--- config.mk ---
export PLATFORM = sky130hd
export DESIGN_NAME = instr_fetch_unit
export DESIGN_NICKNAME = d
export VERILOG_FILES = /design/src/rtl/fetch_pkg.sv /design/src/rtl/ret_stack.sv /design/src/rtl/instr_fetch_unit.sv
export SDC_FILE = /design/constraint.sdc
export NUM_CORES = 1
export LEC_CHECK = 0
export BUFFER_PORTS_ARGS = -buffer_cell sky130_fd_sc_hd__clkbuf_2
export CAP_MARGIN = 20
export CORE_MARGIN = 5
export CORE_UTILIZATION = 30
export CTS_BUF_LIST = sky130_fd_sc_hd__clkbuf_8
export DETAILED_ROUTE_END_ITERATION = 16
export SLEW_MARGIN = 20
export SYNTH_ARGS = -nofsm -noshare
export SYNTH_HDL_FRONTEND = slang
export SYNTH_SLANG_ARGS = --single-unit
--- constraint.sdc ---
create_clock -name clk -period 2 [get_ports clk]
set_input_delay 0 -clock clk [delete_from_list [all_inputs] [get_ports clk]]
set_output_delay 0 -clock clk [all_outputs]
set_load 0.1 [all_outputs]
--- src/rtl/fetch_pkg.sv ---
// Shared types and constants for the instruction fetch unit.
// State encoding and IR field positions.
package fetch_pkg;

    typedef enum logic [1:0] {
        IDLE  = 2'd0,
        REQ   = 2'd1,
        ISSUE = 2'd2
    } state_t;

    localparam int INSTR_W = 8;

    localparam int IR1_MSB = 7;
    localparam int IR1_LSB = 4;
    localparam int IR2_MSB = 3;
    localparam int IR2_LSB = 2;
    localparam int IR3_MSB = 1;
    localparam int IR3_LSB = 0;

endpackage

--- src/rtl/ret_stack.sv ---
// Return-address stack for call/return.
// Full/empty come from a pointer one bit wider than the index.
module ret_stack #(
    parameter int W = 8,
    parameter int D = 4
) (
    input  logic         clk,
    input  logic         reset,
    input  logic         push,
    input  logic         pop,
    input  logic [W-1:0] din,
    output logic [W-1:0] top,
    output logic         full,
    output logic         empty
);

    localparam int AW = $clog2(D);
    localparam int PW = AW + 1;

    logic [W-1:0]  mem [D];
    logic [PW-1:0] ptr;
    logic [AW-1:0] top_idx;

    assign full    = (ptr == PW'(D));
    assign empty   = (ptr == '0);
    assign top_idx = ptr[AW-1:0] - AW'(1);
    assign top     = mem[top_idx];

    always_ff @(posedge clk or negedge reset) begin
        if (!reset) begin
            ptr <= '0;
            for (int i = 0; i < D; i++) begin
                mem[i] <= '0;
            end
        end else if (push && !full) begin
            mem[ptr[AW-1:0]] <= din;
            ptr              <= ptr + PW'(1);
        end else if (pop && !empty) begin
            ptr <= ptr - PW'(1);
        end
    end

endmodule

--- src/rtl/instr_fetch_unit.sv ---
// Instruction fetch/sequencing: PC, IR, req/ack fetch FSM,
// ack timeout retry and next-PC selection with call/return.
module instr_fetch_unit
    import fetch_pkg::*;
#(
    parameter int              PC_W     = 8,
    parameter logic [PC_W-1:0] RESET_PC = '0,
    parameter int              STACK_D  = 4,
    parameter int              TIMEOUT  = 15
) (
    input  logic            clk,
    input  logic            reset,
    output logic [PC_W-1:0] imem_addr,
    output logic            imem_req,
    input  logic            imem_ack,
    input  logic [7:0]      imem_data,
    output logic [3:0]      ir_1,
    output logic [1:0]      ir_2,
    output logic [1:0]      ir_3,
    output logic            ir_valid,
    input  logic            branch,
    input  logic            muxpush,
    input  logic            muxreturn,
    input  logic            intisCond,
    input  logic            cond_flag,
    input  logic [PC_W-1:0] target,
    input  logic            stall,
    output logic [PC_W-1:0] pc,
    output logic            stack_err,
    output logic            fetch_err
);

    localparam int              CNT_W = $clog2(TIMEOUT + 1);
    localparam logic [CNT_W-1:0] LIMIT = CNT_W'(TIMEOUT - 1);

    state_t             state;
    state_t             state_nxt;
    logic [INSTR_W-1:0] ir_q;
    logic [INSTR_W-1:0] ir_nxt;
    logic [CNT_W-1:0]   wait_cnt;
    logic [CNT_W-1:0]   cnt_nxt;
    logic [PC_W-1:0]    pc_nxt;
    logic [PC_W-1:0]    pc_inc;
    logic [PC_W-1:0]    stk_top;
    logic               stk_full;
    logic               stk_empty;
    logic               stk_push;
    logic               stk_pop;
    logic               err_set;
    logic               timeout;
    logic               issue_go;
    logic               taken;

    assign pc_inc    = pc + PC_W'(1);
    assign imem_addr = pc;
    assign ir_1      = ir_q[IR1_MSB:IR1_LSB];
    assign ir_2      = ir_q[IR2_MSB:IR2_LSB];
    assign ir_3      = ir_q[IR3_MSB:IR3_LSB];

    assign timeout  = (state == REQ) && !imem_ack && (wait_cnt == LIMIT);
    assign issue_go = (state == ISSUE) && !stall;
    assign taken    = branch && (!intisCond || cond_flag);

    always_ff @(posedge clk or negedge reset) begin
        if (!reset) begin
            state <= IDLE;
        end else begin
            state <= state_nxt;
        end
    end

    always_comb begin
        state_nxt = state;
        unique case (state)
            IDLE:  state_nxt = REQ;
            REQ: begin
                if (imem_ack) begin
                    state_nxt = ISSUE;
                end else if (timeout) begin
                    state_nxt = IDLE;
                end
            end
            ISSUE: begin
                if (!stall) begin
                    state_nxt = REQ;
                end
            end
            default: state_nxt = IDLE;
        endcase
    end

    always_comb begin
        pc_nxt   = pc;
        ir_nxt   = ir_q;
        cnt_nxt  = '0;
        stk_push = 1'b0;
        stk_pop  = 1'b0;
        err_set  = 1'b0;
        if (state == REQ) begin
            if (imem_ack) begin
                ir_nxt = imem_data;
            end else if (!timeout) begin
                cnt_nxt = wait_cnt + CNT_W'(1);
            end
        end
        // Return beats branch; a failed return still advances.
        if (issue_go) begin
            if (muxreturn) begin
                if (stk_empty) begin
                    pc_nxt  = pc_inc;
                    err_set = 1'b1;
                end else begin
                    pc_nxt  = stk_top;
                    stk_pop = 1'b1;
                end
            end else if (taken) begin
                pc_nxt = target;
                if (muxpush) begin
                    stk_push = !stk_full;
                    err_set  = stk_full;
                end
            end else begin
                pc_nxt = pc_inc;
            end
        end
    end

    always_ff @(posedge clk or negedge reset) begin
        if (!reset) begin
            pc        <= RESET_PC;
            ir_q      <= '0;
            wait_cnt  <= '0;
            imem_req  <= 1'b0;
            ir_valid  <= 1'b0;
            stack_err <= 1'b0;
            fetch_err <= 1'b0;
        end else begin
            pc        <= pc_nxt;
            ir_q      <= ir_nxt;
            wait_cnt  <= cnt_nxt;
            imem_req  <= (state_nxt == REQ);
            ir_valid  <= (state_nxt == ISSUE);
            stack_err <= stack_err | err_set;
            fetch_err <= timeout;
        end
    end

    ret_stack #(
        .W (PC_W),
        .D (STACK_D)
    ) u_ret_stack (
        .clk   (clk),
        .reset (reset),
        .push  (stk_push),
        .pop   (stk_pop),
        .din   (pc_inc),
        .top   (stk_top),
        .full  (stk_full),
        .empty (stk_empty)
    );

endmodule

; ---- After elaboration in Yosys (flattened, before gate mapping)
; Cells that the tools add are included.
[op_classes]
bitwise = 3
mux = 30
n_reduce_logical = 17
order_cmp = 3
add_sub_neg = 5
n_eq_ne = 6
[ops]
columns = cell, count
row1 = 2-to-1 mux 8 bit, 6
row2 = bitwise mux 32 bit, 1
row3 = binary-select mux 8 bit (select 2 bit), 1
row4 = demux 8 bit (select 2 bit), 1
row5 = 2-to-1 mux 1 bit, 12
row6 = 2-to-1 mux 4 bit, 3
row7 = "adder 8 x 1 -> 8 bit, second input constant", 1
row8 = logical AND 1 bit, 7
row9 = ">= comparator 3 bit, second input constant", 2
row10 = 2-to-1 mux 2 bit, 3
row11 = 2-to-1 mux 3 bit, 2
row12 = inverter 2 -> 3 bit, 2
row13 = one-hot mux 2 bit (3 select lines), 1
row14 = zero test 1 bit, 5
row15 = "adder 4 x 1 -> 4 bit, second input constant", 1
row16 = "equality test 2 x 1 -> 1 bit, second input constant", 2
row17 = "equality test 2 bit, second input constant", 2
row18 = "equality test 4 bit, second input constant", 1
row19 = "adder 3 x 1 -> 3 bit, second input constant", 1
row20 = "equality test 3 bit, second input constant", 1
row21 = zero test 3 bit, 1
row22 = "< comparator 3 x 1 -> 1 bit, second input constant", 1
row23 = "subtractor 3 x 1 -> 3 bit, second input constant", 1
row24 = zero test 2 bit, 1
row25 = other kinds (5), 5
[word_totals]
output_inout_bits = 28
reg_bits = 61
input_bits = 25
word_cells = 77

; ---- Depth between registers and ports, before layout
; Gate-level depths: netlist of the first run.
[logic_depth]
depth_word = 8
depth_mapped = 9
mapped_depth_nobuf = 8

; ---- Modules after synthesis
; A second synthesis of the first run with hierarchy kept.
[hier_totals]
cells_unflattened = 263
hier_area_um2 = 3219.3
[modules_own_cells]
columns = module, seq_area_each_um2, area_per_inst_um2, instances, cells_each
row1 = ret_stack, 875.8, 1652.8, 1, 103
row2 = instr_fetch_unit, 650.6, 1566.5, 1, 160

; ---- Least setup slack after synthesis of the first run
; OpenSTA, ideal clock, no wires.
[synth_timing]
path_type = register -> register
from = reg pc[1] (netlist: imem_addr[1])
to = reg pc[4] (netlist: imem_addr[4])
setup_time_ps = 67
arrival_time_ps = 2313
t_required_ps = 1933
stages_incl_launch_ff = 7
synth_period_minus_slack_ps = 2380
path_buffers = 0
slack_ps = -380
path_cell_list = dfrtp_1 > ha_1 > nand3_1 > xor2_1 > and2_1 > o31ai_1 > o22a_1
[synth_between]
elab_chain_cells = 3
elab_cells_between_ends = 4
classes_between = add/sub: 1 / mux: 3
[synth_lines]
columns = element, line_no
row1 = from (decl), instr_fetch_unit.sv:28  ; output logic [PC_W-1:0] pc,
row2 = from (signal assigned), instr_fetch_unit.sv:138  ; pc <= pc_nxt;
row3 = adder 8 x 1 -> 8 bit (*), instr_fetch_unit.sv:54  ; assign pc_inc = pc + PC_W'(1);
row4 = "2-to-1 mux 8 bit, on equally long branches", "instr_fetch_unit.sv:116, instr_fetch_unit.sv:109"
row5 = 2-to-1 mux 8 bit (*), instr_fetch_unit.sv:108  ; if (muxreturn) begin
; Every way passes the cells marked *; elsewhere a longest branch is shown, timed or not.
; A chain may end at the register's enable or synchronous reset.

; ---- Final worst setup path of the first run
[layout_timing]
from = reg state[0]
to = reg u_ret_stack.ptr[2]
[layout_between]
elab_chain_cells = 5
elab_cells_between_ends = 8
classes_between = eq/ne: 1 / mux: 3 / reduce/logical: 4
[layout_lines]
columns = element, line_no
row1 = from (decl), instr_fetch_unit.sv:36  ; state_t state;
row2 = from (signal assigned), instr_fetch_unit.sv:68  ; state <= state_nxt;
row3 = equality test 2 bit (*), instr_fetch_unit.sv:61  ; assign issue_go = (state == ISSUE) && !stall;
row4 = logical AND 1 bit (*), instr_fetch_unit.sv:61
row5 = 2-to-1 mux 1 bit, instr_fetch_unit.sv:107  ; if (issue_go) begin
row6 = "logical AND 1 bit, on equally long branches", "ret_stack.sv:35, ret_stack.sv:38"
row7 = 2-to-1 mux 3 bit or nonzero test 2 bit (tied branches), -
row8 = to (signal assigned), ret_stack.sv:37  ; ptr <= ptr + PW'(1);
row9 = to (signal assigned), ret_stack.sv:39  ; ptr <= ptr - PW'(1);
row10 = to (decl), ret_stack.sv:21  ; logic [PW-1:0] ptr;
; Marks and branches as above.

==> run_results.csv, run 1 <==
group,metric,value,unit
synth,yosysWarnings,0,
clocking,root_buffer,"clkbuf_8",
worst_setup_path,critPathLaunchType,"flop",
placed_design,place_congestion,0.794,
floorplan,ioPinCount,53,
floorplan,die_w,112,um
worst_setup_path,rrSetupSlack,140,ps
synth,ys_seq_elements,61,
timing,min_period,1860,ps
timing,clock.fmax,0.537,GHz
final_layout,area_growth,24.8,%
synth,synth_fa_ha_area_share,3.43,%
final_layout,antennaDiodeCount,0,
job,drv_cap,0,
floorplan,initial_utilization,30.5,%
global_route,grt_usage,12.2,%
timing,maxSlewViolCount,0,
synth,ys_async_sr_fraction,100,%
synth,synthMuxAreaShare,9.98,%
detailed_routing,drcViolationCount,0,
timing,final.setup_skew,6.33,ps
clocking,cts_htree_levels,3,
final_layout,fin_area,0.00391,mm2
clocking,numCtsBuffers,9,
final_layout,final_layout_size_suffix_gt1_share,34.6,%
synth,synth-main-ff-cell,"dfrtp_1",
detailed_routing,dr.pass1.iters,4,
final_layout,nets,389,
detailed_routing,drtAntennaViolNets,0,
timing,slew_headroom,64.0,%
detailed_routing,vias,2297,
global_route,grt_pass1_wl,12.3,mm
detailed_routing,via_per_inst,4.62,
floorplan,core.rowCount,37,
timing,hold_viol,0,
timing,worstMarginPinSlew,542,ps
global_route,grt_max_degree,25,
synth,ys_seq_area_share,48.7,%
clocking,clkLatencyLatePin,340,ps
synth,synth_nets,316,
timing,finalCritPeriodShare,93.1,%
floorplan,die_y,112,um
worst_setup_path,cp.required,2210,ps
worst_setup_path,criticalPathCategory,"reg2reg",
synth,synth.avg_cell_area,11.1,um2
final_layout,n_fill_cell,1044,
synth,synth-xor-area-share,2.79,%
synth,synthCells,283,
clocking,cts_buffer_depth,2,
final_layout,layout.cells.non_filler,497,
floorplan,core,0.0103,mm2
timing,setup_viol,0,
detailed_routing,wirelength,7.26,mm
synth,synth_top_family_by_area,"simple AND/OR/NAND/NOR gates",
global_route,first_global_vias,2431,
placed_design,io_buffers,52,
synth,synth_compound_area_share,14.0,%
placed_design,place_inst,469,
worst_hold_path,min_path_type,"in2reg",
worst_setup_path,critPathMaxFanout,3,
floorplan,die_area,0.0126,mm2
worst_setup_path,end_kind,"flop",
clocking,clock-sinks,61,
detailed_routing,avgRoutedWirePerCell,14.6,um
synth,synth_area,0.00313,mm2
clocking,cts_tree,"yes",
final_layout,regArea,0.00153,mm2
global_route,grt_antenna_before_repair,0,
final_layout,multi_input_area,0.00146,mm2
timing,rsz0062_at_grt,"no",
global_route,grt-ovfl-total,0,
clocking,clk_pin_slew,60,ps
worst_setup_path,arrival,2080,ps
synth,synth_edf_count,0,
detailed_routing,drt_iter0_markers,140,
placed_design,dp_hpwl,5.21,mm
outcome,outcome,"complete, no violations",
placed_design,dpl-instance-area,0.00356,mm2
synth,synth_cell_types,53,
synth,synth-simple-area-share,15.3,%
routing by layer:
| metal | share of wire, % | routed length (um) | vias up | global-route usage [%] |
|---|---|---|---|---|
| li1 | - | - | 1145 | - |
| met1 | 47 | 3390 | 1095 | 15.6 |
| met2 | 47 | 3400 | 48 | 20.2 |
| met3 | 4.7 | 343 | 9 | 2.75 |
| met4 | 1.6 | 119 | 0 | 4.57 |
| met5 | 0 | 0 | - | 0 |
through the flow:
step | setup WS [ps] | utilization (%) | setup TNS (ps) | hold WS, ps
after floorplan | -21.4 | - | -21.4 | -296
after global placement | 140 | 34.6 | 0 | -25.6
after detailed placement | 59.0 | 34.6 | 0 | -21.8
after CTS | 32.7 | 37.6 | 0 | 35.7
after global routing | 53.3 | 38.1 | 0 | 45.5
final | 138 | 38.1 | 0 | 51.1
cell usage in the layout, fill, tap and decap left out, types with 2 or more instances in the layout:
cell type	synthesis	layout
nor2b_1	2	2
a21o_1	2	2
and2_1	3	3
a31oi_1	2	2
xor2_1	4	4
ha_1	7	6
nor2_1	15	15
dfrtp_2	0	5
o21ai_0	16	16
xnor2_1	6	6
nand3_1	7	7
o21ai_1	27	27
dfrtp_1	61	56
inv_1	6	8
a21oi_2	5	5
nor4_1	2	2
nand2_1	38	38
mux4_1	3	3
buf_4	8	18
nand3_4	3	3
mux4_2	5	5
o22a_1	3	3
a21oi_1	6	6
clkbuf_2	0	52
mux2_2	8	8
nand2b_4	2	2
clkinv_2	0	3
o31ai_1	3	3
mux2i_1	2	2
clkbuf_8	1	9
bufinv_16	0	2
and3_1	2	2
nand3b_1	2	2
dlygate4sd3_1	0	10
flip-flops by register name, indices dropped and copies added, names as in the netlist, 2 cells and up:
| signal | cells |
|---|---|
| state | 2 |
| wait_cnt | 4 |
| u_ret_stack.ptr | 3 |
| u_ret_stack.mem | 32 |
| ir_q | 8 |
| imem_addr | 8 |
cell type report:
type,count,area share [%]
inverter,7,0.672
multi-input combinational,196,37.3
sequential,61,39.2
tap,136,4.35
timing repair buffer,81,13.2
clock buffer,9,3.17
clock inverter,7,2.11
synth_stat cells (2+ instances only):
cell type	instances	area [um2]
and3_1	2	12.5
buf_4	8	60.1
nor4_1	2	12.5
buf_2	5	25.0
mux4_1	3	78.8
xnor2_1	6	52.6
o21ai_1	27	135
a21oi_1	6	30.0
nand3_4	3	52.6
mux4_2	5	113
mux2i_1	2	20.0
a21o_1	2	15.0
nor2_1	15	56.3
nand2_1	38	143
dfrtp_1	61	1530
o31ai_1	3	22.5
ha_1	7	87.6
nand2b_4	2	27.5
nand3_1	7	35.0
nand3b_1	2	15.0
nor2b_1	2	12.5
inv_1	6	22.5
a21oi_2	5	43.8
a31oi_1	2	12.5
and2_1	3	18.8
o22a_1	3	26.3
xor2_1	4	35.0
buf_6	5	56.3
o21ai_0	16	80.1
mux2_2	8	90.1
critical path, cell delays in order, from the launching register on:
cell and delay (ps):
dfrtp_1 410, nor3b_4 220, nand4_2 130, a21oi_2 170, inv_2 70, fa_2 360
nor3_2 180, a21oi_1 80, xnor2_1 120
cells by family (layout without fill, tap and decap cells):
logic type	count (synthesis)	in the layout
and+or+nand+nor	87	87
buffers and inverters	26	104
muxes	19	19
xor gates and xnor gates	10	10
AOI/OAI and AO/OA	72	72
adders and majority gates	8	8
DFF	61	61
worst paths after layout:
kind | end | cells past startpoint | from
worst max-delay path | u_ret_stack.ptr[2] | 8 | state[0]
worst min-delay path | fetch_err | 3 | imem_ack
worst max register to register | u_ret_stack.ptr[2] | 8 | state[0]
worst min register to register | stack_err | 1 | stack_err
max in group asynchronous | u_ret_stack.mem[13] | 4 | reset
min in group asynchronous | ir_q[6] | 2 | reset
timing repair:
| action | CTS | global route |
|---|---|---|
| setup buffers | 0 | 2 |
| endpoints found under the hold margin | 47 | 0 |
| hold buffers | 10 | 0 |
| setup endpoints to repair | 0 | 2 |
| resized for setup | 0 | 5 |
Power of run 1 is not shown: default switching activity piles up to over one toggle a cycle in this logic, so the estimate is an artifact.
==> inputs of run 2 (changes only) <==
--- a/config.mk
+++ b/config.mk
@@ -11,6 +11,7 @@
 export CORE_UTILIZATION = 30
 export CTS_BUF_LIST = sky130_fd_sc_hd__clkbuf_8
 export DETAILED_ROUTE_END_ITERATION = 16
+export RECOVER_POWER = 50
 export SLEW_MARGIN = 20
 export SYNTH_ARGS = -nofsm -noshare
 export SYNTH_HDL_FRONTEND = slang
==> run_results.csv, run 2 (same netlist as run 1, synthesis figures left out) <==
group,metric,value,unit
clocking,clk_pin_slew,60,ps
timing,clock.fmax,0.539,GHz
floorplan,die_w,112,um
detailed_routing,drt_iter0_markers,145,
worst_setup_path,cpPeakStageDelay,410,ps
timing,slew_headroom,22.2,%
final_layout,layout_commonest_cell,"dfrtp_1",
placed_design,dp_slack,59.0,ps
final_layout,antennaDiodeCount,0,
clocking,cts_buffer_depth,2,
detailed_routing,drtAntennaViolNets,0,
clocking,numCtsBuffers,9,
worst_hold_path,min_path_type,"in2reg",
detailed_routing,via_per_inst,4.61,
global_route,grt_pass1_wl,12.3,mm
worst_setup_path,worstPathCellList,"nor3b_4 > nand4_2 > a21oi_2 > inv_2 > fa_2 > nor3_2 > a21oi_1 > xnor2_1",
worst_setup_path,critPathLaunchType,"flop",
worst_setup_path,arrival,2070,ps
timing,timing.hold.ws,51.2,ps
floorplan,core,0.0103,mm2
floorplan,core.rowCount,37,
job,drv_cap,0,
detailed_routing,wirelength,7.27,mm
final_layout,top_register,"u_ret_stack.mem",
timing,worstMarginPinSlew,1170,ps
detailed_routing,drcViolationCount,0,
global_route,grt_antenna_before_repair,0,
timing,min_period,1860,ps
worst_setup_path,cp_slowest_cell,"dfrtp_1",
detailed_routing,avgRoutedWirePerCell,14.6,um
timing,setup_viol,0,
final_layout,final_layout_size_suffix_gt1_share,29.6,%
worst_setup_path,criticalPathCategory,"reg2reg",
final_layout,largest_reg_flops,32,
timing,layout_setup_ws,143,ps
timing,final.setup_skew,6.67,ps
detailed_routing,vias,2293,
placed_design,dp_hpwl,5.21,mm
floorplan,ioPinCount,53,
clocking,cts_tree,"yes",
clocking,clock-sinks,61,
detailed_routing,dr.pass1.iters,4,
timing,finalCritPeriodShare,92.8,%
worst_setup_path,critPathMaxFanout,3,
timing,hold_viol,0,
placed_design,io_buffers,52,
worst_setup_path,cp.required,2210,ps
timing,maxSlewViolCount,0,
outcome,outcome,"complete, no violations",
placed_design,place_congestion,0.794,
floorplan,die_area,0.0126,mm2
timing,rsz0062_at_grt,"no",
clocking,clkLatencyLatePin,340,ps
final_layout,nets,389,
worst_setup_path,cp_top_family,"simple AND/OR/NAND/NOR gates",
clocking,cts_htree_levels,3,
floorplan,die_y,112,um
final_layout,area_growth,23.7,%
global_route,grt_max_degree,25,
global_route,grt_usage,12.2,%
timing,fin_setup_tns,0,ps
global_route,first_global_vias,2431,
worst_setup_path,cp.buffers_inverters,1,
worst_setup_path,end_kind,"flop",
clocking,root_buffer,"clkbuf_8",
floorplan,initial_utilization,30.5,%
global_route,grt-ovfl-total,0,
final_layout,mostFrequentLayoutCells,"dfrtp_1, clkbuf_2, nand2_1, o21ai_1, clkbuf_1",
run 2: final timing paths:
check	end	start	cells after the start	slack, ps
worst max-delay path	u_ret_stack.ptr[2]	state[0]	8	140
worst min-delay path	fetch_err	imem_ack	3	50
worst max register to register	u_ret_stack.ptr[2]	state[0]	8	140
worst min register to register	stack_err	stack_err	1	470
max in group asynchronous	u_ret_stack.mem[13]	reset	4	600
min in group asynchronous	ir_q[6]	reset	2	360
run 2: per-stage QoR:
stage,utilization [%],cells,instance area (um2)
after floorplan,-,283,3140
after global placement,34.6,469,3560
after detailed placement,34.6,469,3560
after CTS,37.6,495,3860
after global routing,37.7,497,3880
final,37.7,497,3880
run 2: cell type report:
cell class | count | area, um2
clock buffer | 9 | 124
clock inverter | 7 | 82.6
fill | 1056 | 6400
inverter | 7 | 26.3
multi-input combinational | 196 | 1460
sequential | 61 | 1530
tap | 136 | 170
timing repair buffer | 81 | 480
run 2: tightest hold or removal path: cells and delay by family:
| kind | cells | cell delay [ps] |
|---|---|---|
| buffers and inverters | 1 | 90 |
| and+or+nand+nor | 2 | 250 |
run 2: metal layers:
| layer | up-vias | track usage, % | routed length (um) |
|---|---|---|---|
| met5 | - | 0 | 0 |
| met4 | 0 | 4.57 | 119 |
| met3 | 9 | 2.75 | 357 |
| met2 | 50 | 20.2 | 3410 |
| met1 | 1089 | 15.6 | 3380 |
| li1 | 1145 | - | - |
run 2: timing repair:
item                       4_1_cts  5_1_grt
resized for setup                0        5
hold endpoints to repair        47        0
setup buffers                    0        2
setup endpoints to repair        0        2
hold buffers                    10        0
Power of run 2 is left out for the same reason.
==> inputs of run 3 (changes only) <==
--- a/config.mk
+++ b/config.mk
@@ -8,9 +8,10 @@
 export BUFFER_PORTS_ARGS = -buffer_cell sky130_fd_sc_hd__clkbuf_2
 export CAP_MARGIN = 20
 export CORE_MARGIN = 5
-export CORE_UTILIZATION = 30
+export CORE_UTILIZATION = 63
 export CTS_BUF_LIST = sky130_fd_sc_hd__clkbuf_8
 export DETAILED_ROUTE_END_ITERATION = 16
+export PLACE_DENSITY = 0.88
 export RECOVER_POWER = 50
 export SLEW_MARGIN = 20
 export SYNTH_ARGS = -nofsm -noshare
==> constraint.sdc (replaced) <==
create_clock -name clk -period 2.39 [get_ports clk]
set_input_delay 0 -clock clk [delete_from_list [all_inputs] [get_ports clk]]
set_output_delay 0 -clock clk [all_outputs]
set_load 0.1 [all_outputs]
==> run_results.csv, run 3 (same netlist as run 1, synthesis figures left out) <==
group,metric,value,unit
outcome,outcome,"complete, but fails checks",
outcome,violations,"max-capacitance violations, max-slew violations",
worst_setup_path,critPathLaunchType,"flop",
final_layout,area_growth,15.8,%
clocking,clkLatencyLatePin,330,ps
clocking,cts_htree_levels,3,
worst_setup_path,rrSetupSlack,240,ps
final_layout,antennaDiodeCount,0,
worst_hold_path,min_from,"stall",
worst_setup_path,cp_slowest_cell,"dfrtp_1",
final_layout,mostFrequentLayoutCells,"dfrtp_1, clkbuf_2, nand2_1, o21ai_1, o21ai_0",
timing,setup_viol,0,
detailed_routing,avgRoutedWirePerCell,19.3,um
worst_setup_path,cpPeakStageDelay,450,ps
worst_setup_path,worstPathCellList,"inv_1 > ha_1 > a21oi_2 > inv_2 > fa_1 > nor3_1 > a21oi_1 > xnor2_1",
clocking,cts_tree,"yes",
worst_setup_path,cp_top_family,"adder cells",
floorplan,ioPinCount,53,
final_layout,largest_reg_flops,32,
final_layout,top_register,"u_ret_stack.mem",
global_route,first_global_vias,2510,
placed_design,place_congestion,0.864,
floorplan,die_w,80.5,um
global_route,grt_antenna_before_repair,0,
clocking,clock-sinks,61,
detailed_routing,via_per_inst,6.24,
global_route,grt_usage,27.4,%
timing,hold_viol,0,
detailed_routing,drtAntennaViolNets,0,
timing,fin_setup_tns,0,ps
final_layout,layout_commonest_cell,"dfrtp_1",
detailed_routing,dr.pass1.iters,7,
floorplan,die_y,80.5,um
clocking,cts_resized,0,
worst_setup_path,arrival,2370,ps
detailed_routing,drt_iter0_markers,351,
timing,rsz0062_at_grt,"no",
floorplan,initial_utilization,65.5,%
placed_design,io_buffers,52,
timing,final.setup_skew,6.95,ps
job,drv_cap,1,
detailed_routing,drcViolationCount,0,
timing,min_period,2150,ps
worst_setup_path,crit_start,"u_ret_stack.ptr[1]",
timing,maxSlewViolCount,30,
timing,worstMarginPinSlew,1620,ps
global_route,grt_pass1_wl,13.1,mm
floorplan,core.rowCount,25,
floorplan,die_area,0.00649,mm2
floorplan,core,0.00479,mm2
clocking,clk_pin_slew,70,ps
worst_hold_path,min_path_type,"in2reg",
clocking,root_buffer,"clkbuf_8",
clocking,numCtsBuffers,9,
worst_setup_path,critPathMaxFanout,5,
timing,finalCritPeriodShare,90.1,%
clocking,cts_buffer_depth,2,
final_layout,nets,374,
worst_setup_path,cp.required,2610,ps
worst_setup_path,end_kind,"flop",
detailed_routing,vias,2571,
timing,clock.fmax,0.465,GHz
global_route,grt-ovfl-total,0,
worst_setup_path,r2r_start,"u_ret_stack.ptr[1]",
placed_design,dp_hpwl,5.16,mm
timing,slew_headroom,-7.77,%
worst_setup_path,criticalPathCategory,"reg2reg",
global_route,grt_max_degree,30,
final_layout,final_layout_size_suffix_gt1_share,26.1,%
worst_setup_path,cp.buffers_inverters,2,
detailed_routing,wirelength,7.94,mm
-- run 3: cell types whose count changed in the layout (fill, tap and decap cells not counted), moves of 2 or more --
| cell | delta |
|---|---|
| clkbuf_8 | +2 |
| dfrtp_2 | -5 |
| clkbuf_1 | -5 |
| clkbuf_2 | +2 |
| inv_1 | -2 |
| buf_4 | -10 |
| dfrtp_1 | +5 |
-- run 3: final cells by class --
cell class	instances	area (um2)
repair buffers	66	367
multi-input cells	196	1430
well taps	67	83.8
clock inverters	4	47.5
flip-flops and latches	61	1530
clock buffers	11	151
fillers	300	1160
inverters	7	26.3
-- run 3: per-stage QoR --
step	hold WS, ps	instances	worst slack [ps]	util, %	area, um2
floorplan	-296	283	9.88	-	3130
global placement	82.0	388	438	70.2	3360
detailed placement	97.5	388	377	70.2	3360
CTS	18.0	412	311	76.3	3650
global route	17.5	412	151	75.8	3630
finish	24.3	412	237	75.8	3630
-- run 3: path summary, 6_finish.rpt --
path,to,depth (start not counted)
worst min register to register,stack_err,1
worst max register to register,u_ret_stack.ptr[2],8
min in group asynchronous,fetch_err,2
worst min-delay path,state[1],3
max in group asynchronous,u_ret_stack.mem[19],3
worst max-delay path,u_ret_stack.ptr[2],8
-- run 3: worst reg2reg max path: cells and delay by family (launching register included) --
kind | cells | cell delay, ps
compound gates | 2 | 330
xor+xnor | 1 | 130
fa+ha+maj | 2 | 710
buf+inv | 2 | 190
flops | 1 | 450
simple gates | 1 | 240
-- run 3: timing repair --
item | 4_1_cts | 5_1_grt
hold buffers | 9 | 0
setup buffers | 0 | 0
endpoints found under the hold margin | 35 | 0
-- run 3: metal layers --
metal / GRT usage (%) / vias up / share of wire, %
met5: 0 / - / 0
met4: 13.5 / 0 / 3.7
met2: 43.4 / 172 / 48
met1: 36.0 / 1238 / 39
li1: - / 1119 / -
met3: 5.16 / 42 / 9.3
Power of run 3 is left out for the same reason.
